### config.mk
export PLATFORM = sky130hd
export DESIGN_NAME = elev_scan_display
export DESIGN_NICKNAME = d
export VERILOG_FILES = /design/src/rtl/elev_disp_pkg.sv /design/src/rtl/elev_seg_decode.sv /design/src/rtl/elev_scan_display.sv
export SDC_FILE = /design/constraint.sdc
export NUM_CORES = 1
export LEC_CHECK = 0
export ABC_AREA = 1
export CELL_PAD_IN_SITES_DETAIL_PLACEMENT = 1
export CELL_PAD_IN_SITES_GLOBAL_PLACEMENT = 2
export CORE_MARGIN = 1.5
export CORE_UTILIZATION = 25
export CTS_CLUSTER_DIAMETER = 80
export CTS_CLUSTER_SIZE = 20
export DETAILED_ROUTE_END_ITERATION = 8
export PLACE_DENSITY = 0.85
export SYNTH_ARGS = -nofsm -noshare
export SYNTH_HDL_FRONTEND = slang
export SYNTH_SLANG_ARGS = --single-unit
### constraint.sdc
create_clock -name clk_1khz -period 2.5 [get_ports clk_1khz]
set_input_delay 0.5 -clock clk_1khz [delete_from_list [all_inputs] [get_ports clk_1khz]]
set_output_delay 0.5 -clock clk_1khz [all_outputs]
set_load 0.005 [all_outputs]
### src/rtl/elev_disp_pkg.sv
// Shared constants for the elevator scan display: code field layout and segment patterns.
package elev_disp_pkg;

    localparam int unsigned CODE_W     = 5;
    localparam int unsigned SEG_W      = 8;
    localparam int unsigned AN_W       = 8;
    localparam int unsigned IDX_W      = 3;
    localparam int unsigned LABEL_W    = 4;

    localparam int unsigned CODE_FLOOR_BIT = 4;
    localparam int unsigned REQ_UP_BIT     = 0;
    localparam int unsigned REQ_DN_BIT     = 1;

    localparam logic [SEG_W-1:0] SEG_0     = 8'h3F;
    localparam logic [SEG_W-1:0] SEG_1     = 8'h06;
    localparam logic [SEG_W-1:0] SEG_2     = 8'h5B;
    localparam logic [SEG_W-1:0] SEG_3     = 8'h4F;
    localparam logic [SEG_W-1:0] SEG_4     = 8'h66;
    localparam logic [SEG_W-1:0] SEG_5     = 8'h6D;
    localparam logic [SEG_W-1:0] SEG_6     = 8'h7D;
    localparam logic [SEG_W-1:0] SEG_7     = 8'h07;
    localparam logic [SEG_W-1:0] SEG_8     = 8'h7F;
    localparam logic [SEG_W-1:0] SEG_9     = 8'h6F;
    localparam logic [SEG_W-1:0] SEG_DASH  = 8'h40;
    localparam logic [SEG_W-1:0] SEG_UP    = 8'h01;
    localparam logic [SEG_W-1:0] SEG_DN    = 8'h08;
    localparam logic [SEG_W-1:0] SEG_BLANK = 8'h00;
    localparam logic [AN_W-1:0]  AN_OFF    = 8'hFF;

    // Floor labels above 9 have no digit glyph and show a dash.
    function automatic logic [SEG_W-1:0] floor_seg(input logic [LABEL_W-1:0] value);
        logic [SEG_W-1:0] pattern;
        case (value)
            4'd0:    pattern = SEG_0;
            4'd1:    pattern = SEG_1;
            4'd2:    pattern = SEG_2;
            4'd3:    pattern = SEG_3;
            4'd4:    pattern = SEG_4;
            4'd5:    pattern = SEG_5;
            4'd6:    pattern = SEG_6;
            4'd7:    pattern = SEG_7;
            4'd8:    pattern = SEG_8;
            4'd9:    pattern = SEG_9;
            default: pattern = SEG_DASH;
        endcase
        return pattern;
    endfunction

endpackage

### src/rtl/elev_seg_decode.sv
// Combinational decode of one 5-bit display code into a seven-segment pattern.
module elev_seg_decode
    import elev_disp_pkg::*;
(
    input  logic [CODE_W-1:0] code,
    input  logic              blink_on,
    output logic [SEG_W-1:0]  seg_c
);

    // Labels are steady; request bars only show during the blink-on half.
    always_comb begin
        seg_c = SEG_BLANK;
        if (code[CODE_FLOOR_BIT]) begin
            seg_c = floor_seg(code[LABEL_W-1:0]);
        end else if (blink_on) begin
            if (code[REQ_UP_BIT]) seg_c = seg_c | SEG_UP;
            if (code[REQ_DN_BIT]) seg_c = seg_c | SEG_DN;
        end
    end

endmodule

### src/rtl/elev_scan_display.sv
// Time-multiplexed 8-digit common-anode driver with blank slots between digits.
module elev_scan_display
    import elev_disp_pkg::*;
#(
    parameter int unsigned DWELL      = 2,
    parameter int unsigned BLINK_HALF = 250
)
(
    input  logic              clk_1khz,
    input  logic              rst_n,
    input  logic [CODE_W-1:0] data1,
    input  logic [CODE_W-1:0] data2,
    input  logic [CODE_W-1:0] data3,
    input  logic [CODE_W-1:0] data4,
    input  logic [CODE_W-1:0] data5,
    input  logic [CODE_W-1:0] data6,
    input  logic [CODE_W-1:0] data7,
    input  logic [CODE_W-1:0] data8,
    output logic [AN_W-1:0]   an,
    output logic [SEG_W-1:0]  seg
);

    localparam int unsigned PHASE_W = (DWELL > 1) ? $clog2(DWELL) : 1;
    localparam int unsigned BLINK_W = (BLINK_HALF > 1) ? $clog2(BLINK_HALF) : 1;
    localparam logic [PHASE_W-1:0] PHASE_LAST = PHASE_W'(DWELL - 1);
    localparam logic [BLINK_W-1:0] BLINK_LAST = BLINK_W'(BLINK_HALF - 1);

    logic [IDX_W-1:0]   idx;
    logic [PHASE_W-1:0] phase;
    logic [BLINK_W-1:0] blink_cnt;
    logic               blink_on;
    logic [CODE_W-1:0]  code_sel_c;
    logic [SEG_W-1:0]   seg_dec_c;

    // Scan position and blink timer advance independently every edge.
    always_ff @(posedge clk_1khz or negedge rst_n) begin
        if (!rst_n) begin
            idx       <= '0;
            phase     <= '0;
            blink_cnt <= '0;
            blink_on  <= 1'b1;
        end else begin
            if (phase == PHASE_LAST) begin
                phase <= '0;
                idx   <= idx + IDX_W'(1);
            end else begin
                phase <= phase + PHASE_W'(1);
            end
            if (blink_cnt == BLINK_LAST) begin
                blink_cnt <= '0;
                blink_on  <= ~blink_on;
            end else begin
                blink_cnt <= blink_cnt + BLINK_W'(1);
            end
        end
    end

    always_comb begin
        code_sel_c = data1;
        case (idx)
            3'd0: code_sel_c = data1;
            3'd1: code_sel_c = data2;
            3'd2: code_sel_c = data3;
            3'd3: code_sel_c = data4;
            3'd4: code_sel_c = data5;
            3'd5: code_sel_c = data6;
            3'd6: code_sel_c = data7;
            3'd7: code_sel_c = data8;
            default: code_sel_c = data1;
        endcase
    end

    elev_seg_decode u_decode (
        .code     (code_sel_c),
        .blink_on (blink_on),
        .seg_c    (seg_dec_c)
    );

    // Phase 0 of every slot is dark so the previous digit never ghosts onto the next.
    always_ff @(posedge clk_1khz or negedge rst_n) begin
        if (!rst_n) begin
            an  <= AN_OFF;
            seg <= SEG_BLANK;
        end else if (phase == '0) begin
            an  <= AN_OFF;
            seg <= SEG_BLANK;
        end else begin
            an  <= ~(AN_W'(1) << idx);
            seg <= seg_dec_c;
        end
    end

endmodule

==> flow_summary.toml <==
[timing]
fin_worst_skew_ps = 1.45
setup_ws_ps = 226
post-route-min-period_ps = 2270
fmax_mhz = 440
finalHoldViolCount = 0
setup_viol = 0
drv_slew = 0
final.period_utilization_pct = 90.9

[placed_design]
portBuffers = 56
place_hpwl_mm = 4.08
gp_congestion = 0.779
dpl_worst_slack_ps = 113
place_area_um2 = 2420

[worst_setup_path]
ff2ff_setup_slack_ps = 230
end_kind = "flop"
start_kind = "flop"
crit_chain = "ha_2 > ha_2 > nor2_2 > nand3_2 > or2_1 > nand2_2 > inv_1 > ha_1 > inv_1 > nand3_1 > nand3_1 > nand2_1 > a21oi_1"
reg2reg_to = "seg[3]$_DFF_PN0_"
cp.required_ps = 2710
ff2ff_path_depth = 13
path_buf_inv = 2
crit_family = "simple AND/OR/NAND/NOR gates"
criticalPathCategory = "flop to flop"
rr_startpoint = "idx[0]$_DFFE_PN0P_"
slowest_stage = "dfrtp_1"
arrival_ps = 2480
cp_max_fo = 5
cpPeakStageDelay_ps = 440

[yosys]
synth.area.mux_share_pct = 0
syn_avg_cell_area_um2 = 7.67
synth_warnings = 0
syn_nets = 282
synth_compound_area_share_pct = 6.54
post_synth_instance_area_um2 = 1740
yosysSeqAreaShare_pct = 40.9
synth_cell_types = 32
synth_seq_cells = 28
syn_inst = 227
synth_fa_ha_area_share_pct = 9.35
synth_simple_gate_area_share_pct = 34.3
synth-xor-area-share_pct = 1.01
synth_top_family_by_area = "simple AND/OR/NAND/NOR gates"

[final_layout]
antennaDiodeCount = 0
final_area_um2 = 2500
area_delta_synth_final_pct = 43.9
fin_nets = 349
final_core_util_pct = 37.1
drive_gt1_share_pct = 16.7

[cts]
hold_buffers = 0
cts.sinks = 28
cts_tree = "done"
clockBufferDepth = 2
clockRootBuffer = "clkbuf_8"
cts_made_buffers = 3
cts_max_level = 1
clkLatencyLatePin_ps = 280
clk_pin_slew_ps = 90

[routing]
drc = 0
vias_per_cell = 4.37
ant_nets = 0
via_count = 1630
firstDrtPassIters = 4
wl_per_cell_um = 13.3
drt_iter0_drc = 72
drt_wl_total_mm = 4.97

[flow_run]
maxCapViolations = 0

[global_route]
antenna_found_initial = 0
grt_pass1_wl_mm = 8.47
grt_use_total_pct = 14.5
grt_start_max_net_pins = 29
overflow = 0
grt_pass1_vias = 1721

[floorplanning]
dieArea_um2 = 7470
coreArea_um2 = 6760
initial_utilization_pct = 25.8
die_h_um = 86.4
io_pins = 58
die_w_um = 86.4
rows = 30

[pwr]
vdd_drop_max_mv = 0.133
power.density_nw_per_um2 = 332
leakagePower_uw = 0.00120
total_power_uw = 831

[min_path]
holdPathStages = 1
hp-start = "blink_cnt[0]$_DFF_PN0_"
holdPathEnd = "blink_cnt[0]$_DFF_PN0_"
hold_class = "flop to flop"

[outcome]
run_status = "finished clean"
[layout by cell type, fill, tap and decap left out]
cell and count:
xor2_1 1, buf_4 9, dfstp_2 9, nand4_1 1, clkdlybuf4s50_1 56, ha_1 8, inv_1 24, inv_4 1
o21bai_1 1, nand2_8 1, dfrtp_1 19, or2_2 1, o21ai_0 10, nand2_4 1, conb_1 1, or2_1 1
nor3_1 5, inv_2 4, nand3_1 16, xnor2_1 1, nor2_1 20, a21oi_2 1, clkbuf_8 3, and3_1 2
a21boi_1 1, clkbuf_1 1, a21oi_1 8, or2_4 1, nand2_2 5, ha_2 5, nand2_1 68, nor2_2 6
nand3_2 1, nor2_4 1
[metrics by stage]
step | instances | setup TNS [ps] | hold WS [ps]
floorplan | 227 | 0 | 204
global placement | 366 | 0 | 485
detailed placement | 366 | 0 | 489
CTS | 370 | 0 | 504
global route | 373 | -3.74 | 545
finish | 373 | 0 | 507
[cells in the mapped netlist (all sizes together)]
| library cell | instances | share of area, % |
|---|---|---|
| and3 | 2 | 0.72 |
| dfstp | 9 | 14 |
| o21ai | 10 | 2.9 |
| xnor2 | 1 | 0.50 |
| nand3 | 17 | 5.2 |
| nand4 | 1 | 0.36 |
| ha | 13 | 9.3 |
| dfrtp | 19 | 27 |
| inv | 29 | 6.4 |
| a21oi | 9 | 2.8 |
| nor2 | 27 | 7.1 |
| xor2 | 1 | 0.50 |
| buf | 2 | 1.1 |
| conb | 1 | 0.22 |
| nand2 | 75 | 18 |
| nor3 | 5 | 1.4 |
| clkbuf | 1 | 0.22 |
| or2 | 3 | 1.2 |
| o21bai | 1 | 0.43 |
| a21boi | 1 | 0.43 |
[where the power goes]
part	internal (uW)	switching [uW]	total [uW]
Sequential	454	0	454
Combinational	76.5	47.1	124
Clock	114	139	253
Total	645	186	831
[how the worst max path moves through the flow]
stage                            start               end  slack [ps]  depth (start not counted)
finish              idx[0]$_DFFE_PN0P_  seg[3]$_DFF_PN0_         230                         13
global route        idx[0]$_DFFE_PN0P_  seg[3]$_DFF_PN0_          -4                         15
CTS                 idx[0]$_DFFE_PN0P_  seg[3]$_DFF_PN0_          70                         13
detailed placement  idx[0]$_DFFE_PN0P_  seg[3]$_DFF_PN0_         110                         13
global placement    idx[0]$_DFFE_PN0P_  seg[3]$_DFF_PN0_         180                         14
floorplan           idx[0]$_DFFE_PN0P_  seg[3]$_DFF_PN0_         280                         13
[repair_timing]
item                                    in CTS  in global routing
endpoints found under the setup margin       0                  3
gates resized for setup                      0                  6
setup buffers                                0                  3
[layer usage]
layer  global-route usage [%]  share of wire (%)  vias up
met5                        0                  0        -
met4                     5.13                1.3        0
met3                    0.952                2.5        5
met2                     23.9                 49       28
met1                     20.1                 47      764
li1                         -                  -      833
[layout make-up]
| type | instances | area [um2] |
|---|---|---|
| multi-input cells | 167 | 907 |
| fillers | 827 | 4250 |
| inverters | 29 | 111 |
| well taps | 80 | 100 |
| clock buffers | 4 | 45.0 |
| flip-flops and latches | 28 | 712 |
| repair buffers | 65 | 628 |
[cells by family after synthesis]
logic type / after synthesis
xor gates and xnor gates: 2
adders and majority gates: 13
buffers and inverters: 32
other: 1
DFF: 28
AOI/OAI and AO/OA: 21
and+or+nand+nor: 130
[worst register-to-register path: stages, from the launching register on]
cell and delay (ps):
dfrtp_1 440, ha_2 220, ha_2 190, nor2_2 140
nand3_2 130, or2_1 260, nand2_2 100, inv_1 70
ha_1 260, inv_1 50, nand3_1 90, nand3_1 100
nand2_1 50, a21oi_1 110
[sequential cells by signal, summed over array words and instances, names as in the netlist]
register and flops:
idx 3, an 8, seg 7, phase 1, blink_on 1, blink_cnt 8
Note: power is estimated with default switching activity, not from simulation.
